`src/rtl/stopwatch_bcd.sv`:
```
// MM:SS BCD stopwatch with synchronised tick/start-stop inputs.
// Ports: sysclk, reset, tick_in, start_stop, clear -> BCD digits, running, wrap.
module stopwatch_bcd #(
  parameter int SYNC_STAGES = 2
) (
  input  logic       sysclk,
  input  logic       reset,
  input  logic       tick_in,
  input  logic       start_stop,
  input  logic       clear,
  output logic [3:0] sec_ones,
  output logic [3:0] sec_tens,
  output logic [3:0] min_ones,
  output logic [3:0] min_tens,
  output logic       running,
  output logic       wrap
);

  typedef enum logic [1:0] {
    IDLE  = 2'd0,
    RUN   = 2'd1,
    PAUSE = 2'd2
  } state_e;

  logic [SYNC_STAGES-1:0] tick_sync_q;
  logic [SYNC_STAGES-1:0] ss_sync_q;
  logic                   tick_prev_q;
  logic                   ss_prev_q;
  logic                   tick_pulse;
  logic                   ss_pulse;

  state_e     state_q, state_d;
  logic [3:0] so_q, so_d;
  logic [3:0] st_q, st_d;
  logic [3:0] mo_q, mo_d;
  logic [3:0] mt_q, mt_d;
  logic       wrap_q, wrap_d;
  logic       running_q;
  logic       count_en;

  always_ff @(posedge sysclk) begin
    if (reset) begin
      tick_sync_q <= '0;
      ss_sync_q   <= '0;
      tick_prev_q <= 1'b0;
      ss_prev_q   <= 1'b0;
    end else begin
      tick_sync_q <= {tick_sync_q[SYNC_STAGES-2:0], tick_in};
      ss_sync_q   <= {ss_sync_q[SYNC_STAGES-2:0], start_stop};
      tick_prev_q <= tick_sync_q[SYNC_STAGES-1];
      ss_prev_q   <= ss_sync_q[SYNC_STAGES-1];
    end
  end

  assign tick_pulse = tick_sync_q[SYNC_STAGES-1] & ~tick_prev_q;
  assign ss_pulse   = ss_sync_q[SYNC_STAGES-1] & ~ss_prev_q;

  // Counting uses the state before this edge's transition, so a
  // coincident stop still counts and a coincident start does not.
  assign count_en = tick_pulse && (state_q == RUN);

  always_comb begin
    state_d = state_q;
    unique case (state_q)
      IDLE:    if (ss_pulse) state_d = RUN;
      PAUSE:   if (ss_pulse) state_d = RUN;
      RUN:     if (ss_pulse) state_d = PAUSE;
      default: state_d = IDLE;
    endcase
    if (clear) state_d = IDLE;
  end

  always_comb begin
    so_d   = so_q;
    st_d   = st_q;
    mo_d   = mo_q;
    mt_d   = mt_q;
    wrap_d = 1'b0;
    if (count_en) begin
      if (so_q == 4'd9) begin
        so_d = 4'd0;
        if (st_q == 4'd5) begin
          st_d = 4'd0;
          if (mo_q == 4'd9) begin
            mo_d = 4'd0;
            if (mt_q == 4'd5) begin
              mt_d   = 4'd0;
              wrap_d = 1'b1;
            end else begin
              mt_d = mt_q + 4'd1;
            end
          end else begin
            mo_d = mo_q + 4'd1;
          end
        end else begin
          st_d = st_q + 4'd1;
        end
      end else begin
        so_d = so_q + 4'd1;
      end
    end
    if (clear) begin
      so_d   = 4'd0;
      st_d   = 4'd0;
      mo_d   = 4'd0;
      mt_d   = 4'd0;
      wrap_d = 1'b0;
    end
  end

  always_ff @(posedge sysclk) begin
    if (reset) begin
      state_q   <= IDLE;
      so_q      <= 4'd0;
      st_q      <= 4'd0;
      mo_q      <= 4'd0;
      mt_q      <= 4'd0;
      wrap_q    <= 1'b0;
      running_q <= 1'b0;
    end else begin
      state_q   <= state_d;
      so_q      <= so_d;
      st_q      <= st_d;
      mo_q      <= mo_d;
      mt_q      <= mt_d;
      wrap_q    <= wrap_d;
      running_q <= (state_d == RUN);
    end
  end

  assign sec_ones = so_q;
  assign sec_tens = st_q;
  assign min_ones = mo_q;
  assign min_tens = mt_q;
  assign running  = running_q;
  assign wrap     = wrap_q;

endmodule

```
`config.mk`:
```
export PLATFORM = sky130hd
export DESIGN_NAME = stopwatch_bcd
export DESIGN_NICKNAME = d
export VERILOG_FILES = /design/src/rtl/stopwatch_bcd.sv
export SDC_FILE = /design/constraint.sdc
export NUM_CORES = 1
export LEC_CHECK = 0
export ABC_AREA = 1
export CORE_ASPECT_RATIO = 0.6
export CORE_MARGIN = 2
export CORE_UTILIZATION = 35
export DETAILED_ROUTE_END_ITERATION = 6
export GPL_ROUTABILITY_DRIVEN = 1
export PLACE_DENSITY = 0.64
export REMOVE_ABC_BUFFERS = 1
export SKIP_CTS_REPAIR_TIMING = 1
export SYNTH_ARGS = -nofsm -noshare
export SYNTH_HDL_FRONTEND = slang
export SYNTH_SLANG_ARGS = --single-unit
```
`constraint.sdc`:
```
create_clock -name sysclk -period 1.2 [get_ports sysclk]
set_input_delay 0.18 -clock sysclk [delete_from_list [all_inputs] [get_ports sysclk]]
set_output_delay 0.18 -clock sysclk [all_outputs]
set_load 0.1 [all_outputs]
```
==> impl_metrics.py <==
metrics = {
    "global_routing": {
        "gr-total-overflow": 0,
        "grt_pass1_vias": 1072,
        "grt_util_met2": 0.230,
        "grt_pass1_wl_mm": 4.71,
        "met1_usage": 0.203,
        "grt_max_degree": 15,
        "met3_usage": 0.0432,
        "track_usage": 0.148,
        "antenna_found_initial": 0,
        "grt.busiest_layer": "met2",
    },
    "route": {
        "drt_iter0_markers": 80,
        "vias": 1243,
        "antenna_left": 0,
        "wl_per_cell_um": 11.4,
        "drt-pass1-iter-count": 4,
        "vias_per_cell": 4.78,
        "wl_mm": 2.97,
        "drc": 0,
    },
    "yosys": {
        "synth_area_um2": 1240,
        "synth_cell_types": 22,
        "yosysMostFrequentCell": "nand2_1",
        "synth-edff-count": 0,
        "synthTopCellsByArea": "dfxtp_1 (42%), nand2_1 (11%), inv_1 (6.9%)",
        "synthArstFlopShare": 0,
        "synth_flop_cell": "dfxtp_1",
        "synth.yosys.seq_area_share": 0.419,
        "syn_inst": 169,
        "synth-seq-cells": 26,
        "synth.top_cell.area_share": 0.419,
        "avgSynthCellArea_um2": 7.35,
        "synth_common_cells": "nand2_1 (36), dfxtp_1 (26), inv_1 (23)",
        "yosysTopAreaCell": "dfxtp_1",
        "yosys_warnings": 0,
    },
    "clocking": {
        "numCtsBuffers": 3,
        "cts_tree": "built",
        "clock_sinks": 26,
        "path_clk_slew_ns": 0.09,
        "ctsLongestPathBuffers": 2,
        "h-tree-depth": 1,
        "clock_latency_ns": 0.27,
        "cts-root-buf": "clkbuf_8",
    },
    "layout": {
        "multiInputGateArea_um2": 691,
        "regArea_um2": 542,
        "nFillCells": 299,
        "n_antenna_cell": 0,
        "layout-drive-gt1-share": 0.465,
        "layout-area-overhead-vs-synth_pct": 62.4,
        "finalNonFillerCells": 260,
        "final_nets": 221,
    },
    "timing": {
        "relSlewSlack": 0.818,
        "rsz0062_at_grt": "yes",
        "max_freq_ghz": 0.841,
        "worst_pin_slew_ns": 0.272,
        "setup_slack_ns": 0.0107,
        "hold_viol": 0,
        "fin_crit_sh": 0.991,
        "fin_hold_ws_ns": 0.410,
        "skew_ns": 0.00335,
        "fin_crit_ns": 1.19,
        "finalSetupViolations": 0,
        "slew_viol_final": 0,
    },
    "die": {
        "io_pins": 23,
        "die_width_um": 80.9,
        "dieHeight_um": 50.2,
        "dieArea_um2": 4060,
        "coreArea_um2": 3320,
        "floorplan.initialDensity": 0.374,
        "fp-row-count": 16,
    },
    "place": {
        "globalplace.congestion": 0.746,
        "place_ws_ns": -0.0195,
        "dp_hpwl_mm": 2.14,
        "dp_cells": 253,
        "io_buffer_count": 22,
    },
    "power_and_ir_drop": {
        "ir_drop_v": 0.000646,
        "p_per_area_nw_per_um2": 758,
        "p_leak_nw": 0.838,
    },
    "critical_path": {
        "end_kind": "flip-flop",
        "crit_fanout": 8,
        "arrival_ns": 1.39,
        "worst_ep_required_time_ns": 1.40,
        "path_class": "reg2reg",
        "cp-start-kind": "flip-flop",
    },
    "run": {
        "max_cap_violations": 0,
    },
    "worst_hold_path": {
        "hp-class": "reg2reg",
    },
    "run_status": {
        "status": "complete, no violations",
    },
}
[cell families after synthesis]
group / share of synthesized area
XOR/XNOR: 0.0212
AO/OA/AOI/OAI: 0.124
flip-flops: 0.419
AND/OR/NAND/NOR: 0.350
buffers and inverters: 0.0856
[per-layer routing]
layer  vias to the layer above  wire length, µm
met5                         -                0
met4                         0               26
met3                         4              189
met2                        40             1370
met1                       576             1380
li1                        623                -
[layout make-up]
type                            instances  area share
Timing Repair Buffer                   43       0.283
Tap cell                               45      0.0279
Clock buffer                            4      0.0273
Inverter                               27      0.0515
Sequential cell                        26       0.268
Multi-Input combinational cell        115       0.342
[critical path, stage by stage (launching register included)]
cell and delay [ns]:
dfxtp_4 0.37, inv_2 0.07, nand2_2 0.07, nor2_4 0.14, nand2_4 0.10, nor2_4 0.18
nand2_1 0.08, a21oi_1 0.12
[cells in the final DEF, fill, tap and decap left out]
cell type        count
dfxtp_2             11
nand3_1              8
a21oi_1             12
nor2_4               9
nor3_1               1
nor3_2               1
nand2_1             29
inv_2                9
nor2_2               2
buf_4               20
nand2_4              6
clkbuf_8             4
inv_4                1
nand4_1              3
or2_2                1
clkdlybuf4s50_1      4
dfxtp_1             13
nor2_8               1
a21oi_2              5
o21ai_0             10
nand3b_1             1
nand2_2              9
nor2_1              13
xor2_1               3
inv_1               17
o21a_1               1
dfxtp_4              2
buf_12              19
[final timing paths]
check             slack (ns)                     start  cells past startpoint                       end
hold / removal          0.41   ss_sync_q[0]$_SDFF_PP0_                      2   ss_sync_q[1]$_SDFF_PP0_
setup reg to reg        0.01  sec_ones[2]$_SDFFE_PP0N_                      7  min_ones[3]$_SDFFE_PP0P_
hold reg to reg         0.41   ss_sync_q[0]$_SDFF_PP0_                      2   ss_sync_q[1]$_SDFF_PP0_
setup / recovery        0.01  sec_ones[2]$_SDFFE_PP0N_                      7  min_ones[3]$_SDFFE_PP0P_
[registers in the layout (all words and copies together) (netlist names)]
name / count
tick_prev_q: 1
sec_tens: 4
ss_prev_q: 1
tick_sync_q: 2
sec_ones: 4
ss_sync_q: 2
state_q: 2
running: 1
min_tens: 4
min_ones: 4
wrap: 1
[where the power goes]
part	internal (mW)	leakage (nW)	switching [mW]
combinational	0.0379	0.591	0.0428
clock	0.293	0.0288	0.280
sequential	0.869	0.218	0.00655
total	1.20	0.838	0.329
[stage by stage]
step | setup TNS, ns | cell area (µm²) | total power [mW] | util
after floorplan | -9.41 | 1240 | 0.930 | -
after global placement | 0 | 1840 | 0.968 | 0.554
after detailed placement | -0.0751 | 1840 | 0.972 | 0.554
after CTS | -0.192 | 1900 | 1.54 | 0.571
after global routing | -0.169 | 2020 | 1.60 | 0.607
final | 0 | 2020 | 1.53 | 0.607
(Power assumes the default switching activity.)
